$ cat src/rtl/multicycle_control.sv
// multicycle_control
//   Main control FSM of the multicycle RV64I core. Handles one instruction at
//   a time, steering the shared ALU, operand muxes, PC, register file and the
//   load/store splicers. Memory requests are held until mem_ready; a bounded
//   wait counter turns a hung bus into a sticky timeout trap.
//
//   alu_op encoding: SUM=0 SUB=1 AND=2 OR=3 XOR=4 SHIFT_LEFT=5 SHIFT_RIGHT=6
//                    SHIFT_RIGHT_A=7 EQUAL=8 LESS_U=9 LESS=10
//
// Ports
//   clk, rst_n                  clock (rising edge), async active-low reset
//   opcode, funct3, funct7_5    instruction fields from the IR
//   alu_zero                    ALU result == 0
//   mem_ready                   memory completes the current request
//   mem_read, mem_write         memory requests (held until mem_ready)
//   ir_write, pc_write          IR latch / PC update enables
//   reg_write                   register-file write enable
//   alu_op, alu_src_a/b         ALU operation and operand selects
//   pc_source, file_write       PC source and write-back selects
//   splice_load, splice_store   load/store width selects
//   instr_done                  pulse on the last cycle of each instruction
//   trap, trap_cause            sticky halt and its cause (01 illegal, 10 timeout)
module multicycle_control #(
    parameter int unsigned MAX_WAIT = 255
) (
    input  logic       clk,
    input  logic       rst_n,
    input  logic [6:0] opcode,
    input  logic [2:0] funct3,
    input  logic       funct7_5,
    input  logic       alu_zero,
    input  logic       mem_ready,
    output logic       mem_read,
    output logic       mem_write,
    output logic       ir_write,
    output logic       pc_write,
    output logic       reg_write,
    output logic [3:0] alu_op,
    output logic [1:0] alu_src_a,
    output logic [1:0] alu_src_b,
    output logic       pc_source,
    output logic [1:0] file_write,
    output logic [1:0] splice_load,
    output logic [1:0] splice_store,
    output logic       instr_done,
    output logic       trap,
    output logic [1:0] trap_cause
);

    localparam logic [3:0] S_IDLE     = 4'd0;
    localparam logic [3:0] S_FETCH    = 4'd1;
    localparam logic [3:0] S_DECODE   = 4'd2;
    localparam logic [3:0] S_EXEC_R   = 4'd3;
    localparam logic [3:0] S_EXEC_I   = 4'd4;
    localparam logic [3:0] S_LUI      = 4'd5;
    localparam logic [3:0] S_WB_ALU   = 4'd6;
    localparam logic [3:0] S_MEM_ADDR = 4'd7;
    localparam logic [3:0] S_MEM_RD   = 4'd8;
    localparam logic [3:0] S_MEM_WB   = 4'd9;
    localparam logic [3:0] S_MEM_WR   = 4'd10;
    localparam logic [3:0] S_BRANCH   = 4'd11;
    localparam logic [3:0] S_JAL      = 4'd12;
    localparam logic [3:0] S_JALR     = 4'd13;
    localparam logic [3:0] S_TRAP     = 4'd14;

    localparam logic [3:0] OP_SUM   = 4'd0;
    localparam logic [3:0] OP_SUB   = 4'd1;
    localparam logic [3:0] OP_AND   = 4'd2;
    localparam logic [3:0] OP_XOR   = 4'd4;
    localparam logic [3:0] OP_SLL   = 4'd5;
    localparam logic [3:0] OP_SRL   = 4'd6;
    localparam logic [3:0] OP_SRA   = 4'd7;
    localparam logic [3:0] OP_LESS  = 4'd10;

    localparam logic [1:0] CAUSE_ILLEGAL = 2'b01;
    localparam logic [1:0] CAUSE_TIMEOUT = 2'b10;

    logic [3:0]  state, next_state;
    logic [1:0]  cause_reg, next_cause;
    logic [15:0] wait_cnt;
    logic        waiting, timeout;
    logic [3:0]  exec_fn;
    logic        exec_ok;
    logic        load_ok, store_ok, taken;

    assign waiting = (state == S_FETCH) || (state == S_MEM_RD) || (state == S_MEM_WR);
    // wait_cnt holds the number of already-elapsed cycles without ready, so
    // the MAX_WAIT-th cycle is the one where it equals MAX_WAIT-1.
    assign timeout = (wait_cnt == 16'(MAX_WAIT - 1));

    // Loads: LH/LW/LD (001..011) and LBU (100). Stores: SB..SD (000..011).
    assign load_ok  = funct3[2] ? (funct3[1:0] == 2'b00) : (funct3[1:0] != 2'b00);
    assign store_ok = !funct3[2];
    // BEQ/BGE take on zero, BNE/BLT on non-zero.
    assign taken    = alu_zero ^ funct3[0] ^ funct3[2];

    always_comb begin
        exec_ok = 1'b1;
        exec_fn = OP_SUM;
        case (funct3)
            3'b000:  exec_fn = (state == S_EXEC_R && funct7_5) ? OP_SUB : OP_SUM;
            3'b001:  exec_fn = OP_SLL;
            3'b010:  exec_fn = OP_LESS;
            3'b100:  exec_fn = OP_XOR;
            3'b101:  exec_fn = funct7_5 ? OP_SRA : OP_SRL;
            3'b111:  exec_fn = OP_AND;
            default: exec_ok = 1'b0;
        endcase
    end

    always_comb begin
        next_state   = state;
        next_cause   = cause_reg;
        mem_read     = 1'b0;
        mem_write    = 1'b0;
        ir_write     = 1'b0;
        pc_write     = 1'b0;
        reg_write    = 1'b0;
        alu_op       = OP_SUM;
        alu_src_a    = 2'd0;
        alu_src_b    = 2'd0;
        pc_source    = 1'b0;
        file_write   = 2'd0;
        splice_load  = 2'd0;
        splice_store = 2'd0;
        instr_done   = 1'b0;
        case (state)
            S_IDLE: next_state = S_FETCH;
            S_FETCH: begin
                mem_read  = 1'b1;
                alu_src_b = 2'd1;
                if (mem_ready) begin
                    ir_write   = 1'b1;
                    pc_write   = 1'b1;
                    next_state = S_DECODE;
                end else if (timeout) begin
                    next_state = S_TRAP;
                    next_cause = CAUSE_TIMEOUT;
                end
            end
            S_DECODE: begin
                alu_src_b = 2'd3;
                case (opcode)
                    7'b0110011: next_state = S_EXEC_R;
                    7'b0010011: next_state = S_EXEC_I;
                    7'b0000011,
                    7'b0100011: next_state = S_MEM_ADDR;
                    7'b1100011: next_state = S_BRANCH;
                    7'b1101111: next_state = S_JAL;
                    7'b1100111: next_state = S_JALR;
                    7'b0110111: next_state = S_LUI;
                    default: begin
                        next_state = S_TRAP;
                        next_cause = CAUSE_ILLEGAL;
                    end
                endcase
            end
            S_EXEC_R, S_EXEC_I: begin
                alu_src_a = 2'd1;
                alu_src_b = (state == S_EXEC_I) ? 2'd2 : 2'd0;
                if (exec_ok) begin
                    alu_op     = exec_fn;
                    next_state = S_WB_ALU;
                end else begin
                    next_state = S_TRAP;
                    next_cause = CAUSE_ILLEGAL;
                end
            end
            S_LUI: begin
                alu_src_a  = 2'd2;
                alu_src_b  = 2'd2;
                next_state = S_WB_ALU;
            end
            S_WB_ALU: begin
                reg_write  = 1'b1;
                instr_done = 1'b1;
                next_state = S_FETCH;
            end
            S_MEM_ADDR: begin
                alu_src_a = 2'd1;
                alu_src_b = 2'd2;
                if (opcode[5] ? store_ok : load_ok) begin
                    next_state = opcode[5] ? S_MEM_WR : S_MEM_RD;
                end else begin
                    next_state = S_TRAP;
                    next_cause = CAUSE_ILLEGAL;
                end
            end
            S_MEM_RD: begin
                mem_read = 1'b1;
                if (mem_ready) begin
                    next_state = S_MEM_WB;
                end else if (timeout) begin
                    next_state = S_TRAP;
                    next_cause = CAUSE_TIMEOUT;
                end
            end
            S_MEM_WB: begin
                reg_write   = 1'b1;
                file_write  = 2'd1;
                splice_load = 2'd3 - funct3[1:0];
                instr_done  = 1'b1;
                next_state  = S_FETCH;
            end
            S_MEM_WR: begin
                mem_write    = 1'b1;
                splice_store = 2'd3 - funct3[1:0];
                if (mem_ready) begin
                    instr_done = 1'b1;
                    next_state = S_FETCH;
                end else if (timeout) begin
                    next_state = S_TRAP;
                    next_cause = CAUSE_TIMEOUT;
                end
            end
            S_BRANCH: begin
                alu_src_a = 2'd1;
                if (!funct3[1]) begin
                    alu_op     = funct3[2] ? OP_LESS : OP_SUB;
                    pc_write   = taken;
                    pc_source  = 1'b1;
                    instr_done = 1'b1;
                    next_state = S_FETCH;
                end else begin
                    next_state = S_TRAP;
                    next_cause = CAUSE_ILLEGAL;
                end
            end
            S_JAL: begin
                reg_write  = 1'b1;
                file_write = 2'd2;
                pc_write   = 1'b1;
                pc_source  = 1'b1;
                instr_done = 1'b1;
                next_state = S_FETCH;
            end
            S_JALR: begin
                alu_src_a  = 2'd1;
                alu_src_b  = 2'd2;
                reg_write  = 1'b1;
                file_write = 2'd2;
                pc_write   = 1'b1;
                instr_done = 1'b1;
                next_state = S_FETCH;
            end
            S_TRAP: next_state = S_TRAP;
            default: next_state = S_IDLE;
        endcase
    end

    always_ff @(posedge clk or negedge rst_n) begin
        if (!rst_n) begin
            state     <= S_IDLE;
            cause_reg <= '0;
            wait_cnt  <= '0;
        end else begin
            state     <= next_state;
            cause_reg <= next_cause;
            // Counter is zero whenever a waiting state is entered, since it
            // clears on every cycle that is not an unanswered request.
            if (waiting && !mem_ready) begin
                wait_cnt <= wait_cnt + 16'd1;
            end else begin
                wait_cnt <= '0;
            end
        end
    end

    assign trap       = (state == S_TRAP);
    assign trap_cause = cause_reg;

endmodule

$ cat config.mk
export PLATFORM = sky130hd
export DESIGN_NAME = multicycle_control
export DESIGN_NICKNAME = d
export VERILOG_FILES = /design/src/rtl/multicycle_control.sv
export SDC_FILE = /design/constraint.sdc
export NUM_CORES = 1
export LEC_CHECK = 0
export CAP_MARGIN = 20
export CELL_PAD_IN_SITES_DETAIL_PLACEMENT = 0
export CELL_PAD_IN_SITES_GLOBAL_PLACEMENT = 2
export CORE_MARGIN = 4
export CORE_UTILIZATION = 29
export CTS_CLUSTER_SIZE = 14
export DETAILED_ROUTE_END_ITERATION = 16
export PLACE_DENSITY = 0.76
export SLEW_MARGIN = 10
export SYNTH_ARGS = -nofsm -noshare
export SYNTH_HDL_FRONTEND = slang
export SYNTH_SLANG_ARGS = --single-unit
$ cat constraint.sdc
create_clock -name clk -period 3.2 [get_ports clk]
set_clock_uncertainty 0.05 [all_clocks]
set_input_delay 0.96 -clock clk [delete_from_list [all_inputs] [get_ports clk]]
set_output_delay 0.96 -clock clk [all_outputs]
set_load 0.01 [all_outputs]
# After elaboration in Yosys (flattened, before gate mapping)
# Index checks and enable logic that the tools add are counted.
dict set report word_totals {
  register_bits 22
  input_bits 15
  output_inout_bits 24
  elab_cells 108
}
dict set report classes {
  add_sub_neg 2
  eq_ne 34
  n_mux 44
  bitwise_logic 2
  reduce_logical 23
}
# op count
set ops {}
lappend ops {{one-hot mux 4 bit (10 select lines)} 1}
lappend ops {{2-to-1 mux 4 bit} 9}
lappend ops {{equality test 4 bit (second input constant)} 7}
lappend ops {{one-hot mux 4 bit (7 select lines)} 1}
lappend ops {{one-hot mux 4 bit (6 select lines)} 1}
lappend ops {{equality test 7 x 6 -> 1 bit (second input constant)} 3}
lappend ops {{equality test 7 bit (second input constant)} 3}
lappend ops {{2-to-1 mux 2 bit} 10}
lappend ops {{adder 16 x 1 -> 16 bit (second input constant)} 1}
lappend ops {{equality test 16 x 8 -> 1 bit (second input constant)} 1}
lappend ops {{equality test 4 x 3 -> 1 bit (second input constant)} 4}
lappend ops {{2-to-1 mux 16 bit} 1}
lappend ops {{2-to-1 mux 1 bit} 12}
lappend ops {{inequality test 2 bit (second input constant)} 5}
lappend ops {{one-hot mux 2 bit (5 select lines)} 1}
lappend ops {{OR reduction 5 bit} 2}
lappend ops {{equality test 3 bit (second input constant)} 3}
lappend ops {{equality test 4 x 2 -> 1 bit (second input constant)} 2}
lappend ops {{one-hot mux 2 bit (2 select lines)} 2}
lappend ops {{one-hot mux 2 bit (4 select lines)} 1}
lappend ops {{one-hot mux 4 bit (2 select lines)} 1}
lappend ops {{OR reduction 2 bit} 4}
lappend ops {{OR reduction 8 bit} 1}
lappend ops {{equality test 7 x 2 -> 1 bit (second input constant)} 1}
lappend ops {{22 further kinds} 28}

# Logic depth before layout (Yosys ltp)
dict set report depth {
  depth_word 6
  mapped_depth 8
  ltp_nobuf 7
}

# Worst setup path before layout
# OpenSTA, ideal clock, no wires.
dict set report synth_timing {
  path_type {in2out}
  start {input port funct3[1]}
  end {output port alu_op[0]}
  t_arrival_ps 2030
  t_required_ps 2190
  path_slack_ps 160
  stages 5
  path_buffers 1
  path_cell_list {clkbuf_1 > nor2_1 > ha_1 > o31ai_1 > o32ai_1}
}
dict set report synth_via {
  elab_chain_len 5
  word_cells_on_any_way 12
  classes_between {5 x eq/ne; 5 x mux; 2 x reduce/logical}
}
# item line_no
set synth_lines {}
lappend synth_lines {{start: declaration} 29} ;# input logic [2:0] funct3,
lappend synth_lines {{equality test 3 bit, or another cell as far along} 100} ;# case (funct3)
lappend synth_lines {{OR reduction 6 bit (no source line)} --}
lappend synth_lines {{2-to-1 mux 1 bit} 100}
lappend synth_lines {{2-to-1 mux 4 bit} 161} ;# if (exec_ok) begin
lappend synth_lines {{one-hot mux 4 bit (2 select lines) (*)} 127} ;# case (state)
lappend synth_lines {{end: declaration} 38} ;# output logic [3:0] alu_op,
# Every way passes the cells marked *; elsewhere a longest branch is shown, timed or not.

# Final worst setup path
dict set report layout_timing {
  start {input port mem_ready}
  end {output port pc_write}
}
dict set report layout_via {
  elab_chain_len 2
}
# item line_no
set layout_lines {}
lappend layout_lines {{start: declaration} 32} ;# input logic mem_ready,
lappend layout_lines {{2-to-1 mux 1 bit} 132} ;# if (mem_ready) begin
lappend layout_lines {{one-hot mux 1 bit (3 select lines)} 127}
lappend layout_lines {{end: declaration} 36} ;# output logic pc_write,
# No other way between the ends.

==> metrics.log <==
INFO  metric holdPathEnd = wait_cnt[0]$_DFF_PN0_
INFO  metric cts_tree = done
INFO  metric core_area = 5960 µm²
INFO  metric seq_area = 551 µm²
INFO  metric cts_num_sinks = 22
INFO  metric layout_commonest_cell = nor2_1
INFO  metric holdCritStartpoint = wait_cnt[0]$_DFF_PN0_
INFO  metric critPathMaxFanout = 6
INFO  metric r2r.worst_path.cells = 7
INFO  metric worst_setup_path_end_kind = output port
INFO  metric dp.cells = 349
INFO  metric initial_core_util = 0.300
INFO  metric first_pass_iters = 4
INFO  metric worstReg2RegStart = state[3]$_DFF_PN0_
INFO  metric hold-path-cell-count = 1
INFO  metric reg2reg_setup_slack = 1.30 ns
INFO  metric required = 2.19 ns
INFO  metric row_count = 28
INFO  metric post-synth-top-area-fraction = 0.308
INFO  metric place.detailed.hpwl = 3.86 mm
INFO  metric timing.critical_path.slowest_stage_cell = clkdlybuf4s50_1
INFO  metric gpl.final_weighted_congestion = 0.827
INFO  metric vdd_ir_drop_max = 0.268 mV
INFO  metric final-hold-violation-count = 0
INFO  metric postSynth.topFlopCell = dfrtp_1
INFO  metric rr_endpoint = trap_cause[1]$_DFFE_PN0P_
INFO  metric grt_pass1_vias = 1762
INFO  metric tightest_hold_check_type = flop to flop
INFO  metric clock.fmax = 316 MHz
INFO  metric die_height = 86.5 µm
INFO  metric totalWireLength = 5.03 mm
INFO  metric multiInputGateArea = 1160 µm²
INFO  metric crit_path_cell_trace = clkdlybuf4s50_1 > buf_4 > nand3_1 > inv_1 > a211o_1 > clkdlybuf4s15_2
INFO  metric pwr-share-clk = 0.157
INFO  metric critPathKind = input pin to output port
INFO  metric internal-power = 0.960 mW
INFO  metric antenna_found_initial = 0
INFO  metric power.density_cell_area = 666 nW/µm²
INFO  metric fp.dieArea = 7490 µm²
INFO  metric setup_repair_after_global_routing_missed_its_margin = yes
INFO  metric combPwrFrac = 0.634
INFO  metric syn_inst = 224
INFO  metric via_per_inst = 5.06
INFO  metric highest_count_cells_in_the_layout_ignoring_fill_and_taps = nor2_1, buf_4, clkdlybuf4s50_1
INFO  metric clock_tree.buffer_depth = 2
INFO  metric synth_seq_area_share = 0.308
INFO  metric cts_made_buffers = 3
INFO  metric critPathArrivalTime = 2.16 ns
INFO  metric avgSynthCellArea = 7.98 µm²
INFO  metric vias = 1791
INFO  metric setup_viol = 0
INFO  metric slew_headroom = 0.699
INFO  metric clk-insertion-delay-late = 0.27 ns
INFO  metric grt_start_max_net_pins = 23
INFO  metric detail_route.wl_per_cell = 14.2 µm
INFO  metric number_of_nets_at_the_end_of_the_flow = 299
INFO  metric global_route.usage.total = 0.142
INFO  metric slowest_delay = 0.42 ns
INFO  metric worstMarginPinSlew = 0.448 ns
INFO  metric root_buffer = clkbuf_8
INFO  metric remaining_drc_errors = 0
INFO  metric first_pass_grt_wire_length = 8.76 mm
INFO  metric maxCapViolCount = 0
INFO  metric clkSlewWorstSetupHoldPaths = 0.08 ns
INFO  metric async_set_reset_flop_share_out_of_synthesis = 1.00
INFO  metric die-width = 86.5 µm
INFO  metric yosys_warnings = 0
INFO  metric static-leakage-power = 1.10 nW
INFO  metric antenna-diode-count = 0
INFO  metric ctsHtreeMaxLevel = 1
INFO  metric synthTopCellsByArea = dfrtp_1, nor2_1, xor2_1, nand2_1, a21oi_1
INFO  metric netlist.top_cell.by_area = dfrtp_1
INFO  metric critPathLaunchType = input pin
INFO  metric synth.lib_cells_used.distinct = 55
INFO  metric overall_power_consumption = 1.65 mW
INFO  metric finalCriticalPeriod = 3.17 ns
INFO  metric areaGrowthSynthToFinish = 38.4%
INFO  metric fillCellCount = 642
INFO  metric relative_contribution_of_sequential_cells_to_total_power = 0.209
INFO  metric synth_enable_flop_cells = 0
INFO  metric flip_flop_and_latch_count_after_synthesis = 22
INFO  metric switching_share = 0.417
INFO  metric io-pin-count = 39
INFO  metric result_of_the_run = completed
INFO  metric timing.final.crit_share = 0.990
INFO  metric port_buffers = 38
INFO  metric stdcell_count = 354
INFO  metric ant_nets = 0
INFO  metric number_of_pins_with_negative_max_slew_slack_in_the_final_report = 0
INFO  metric drive_gt1_frac = 0.168
INFO  metric synth.cell_area = 1790 µm²
INFO  metric syn-num-nets = 243
INFO  metric overflow = 0
INFO  metric core_utilization_of_the_finished_layout = 0.416
INFO  metric detailedRoute.firstIterationViolations = 112
INFO  metric power.net_switching = 0.687 mW
## metrics by stage
stage          setup slack [ns]  TNS [ns]  hold slack, ns  area, µm²
6_report                 0.0327         0           0.433       2470
5_1_grt                 -0.0552    -0.127           0.471       2470
4_1_cts                  0.0201         0           0.438       2460
3_5_place_dp             -0.570     -3.81           0.428       2360
3_3_place_gp             -0.550     -3.80           0.424       2360
2_1_floorplan             0.160         0           0.392       1790
## power by group through the flow
stage	combinational [mW]	sequential, mW	clock, mW
5_1_grt	1.14	0.350	0.282
3_5_place_dp	1.05	0.348	0
4_1_cts	1.05	0.344	0.266
3_3_place_gp	1.07	0.350	0
2_1_floorplan	0.638	0.342	0
6_report	1.05	0.344	0.259
## worst max-delay path by stage
stage / end / slack (ns) / startpoint
global placement: alu_op[0] / -0.55 / funct3[1]
global route: alu_op[0] / -0.06 / funct3[0]
CTS: pc_write / 0.02 / mem_ready
detailed placement: alu_op[0] / -0.57 / funct3[1]
floorplan: alu_op[0] / 0.16 / funct3[1]
finish: pc_write / 0.03 / mem_ready
## area by class of cell
class                   count  area share
multi-input cells         181       0.467
repair buffers             64       0.232
flip-flops and latches     22       0.222
well taps                  75      0.0379
clock buffers               3      0.0167
clock inverters             1      0.0121
inverters                   8      0.0121
## repair_timing
item / in CTS / in global routing
hold endpoints to repair: 0 / 0
endpoints found under the setup margin: 12 / 8
setup buffers: 1 / 0
hold buffers: 0 / 0
gates resized for setup: 31 / 5
pin swaps: 0 / 2
## registers in the layout, indices dropped and copies added (netlist names)
name and cells:
state 4, trap_cause 2, wait_cnt 16
## synth_stat cells, drive strengths merged (8+ instances only)
| cell type | n |
|---|---|
| nor2 | 32 |
| dfrtp | 22 |
| a21oi | 13 |
| buf | 9 |
| nor3 | 10 |
| o21ai | 9 |
| nand2 | 22 |
| nand3 | 8 |
| xor2 | 11 |
| inv | 8 |
## layer usage
layer | GRT usage | vias up | wire length [µm]
met1 | 0.213 | 851 | 2540
li1 | - | 909 | -
met3 | 0.0266 | 0 | 169
met5 | 0 | - | 0
met4 | 0.0142 | 0 | 0
met2 | 0.218 | 31 | 2320
## cell families (layout without fill, tap and decap cells)
| family | after synthesis | in the layout | synth area share |
|---|---|---|---|
| AO/OA/AOI/OAI | 48 | 48 | 0.188 |
| XOR/XNOR | 16 | 16 | 0.0784 |
| adder cells (fa/ha/maj) | 4 | 4 | 0.0280 |
| buffers and inverters | 21 | 76 | 0.0644 |
| flip-flops | 22 | 22 | 0.308 |
| multiplexers | 3 | 3 | 0.0175 |
| AND/OR/NAND/NOR | 110 | 110 | 0.316 |
## worst max-delay path: cells and delay by family
family	cells	cell delay [ns]
and+or+nand+nor	1	0.11
buffers and inverters	4	0.86
AOI/OAI and AO/OA	1	0.22
No activity file was read; power rests on OpenSTA's default activity.
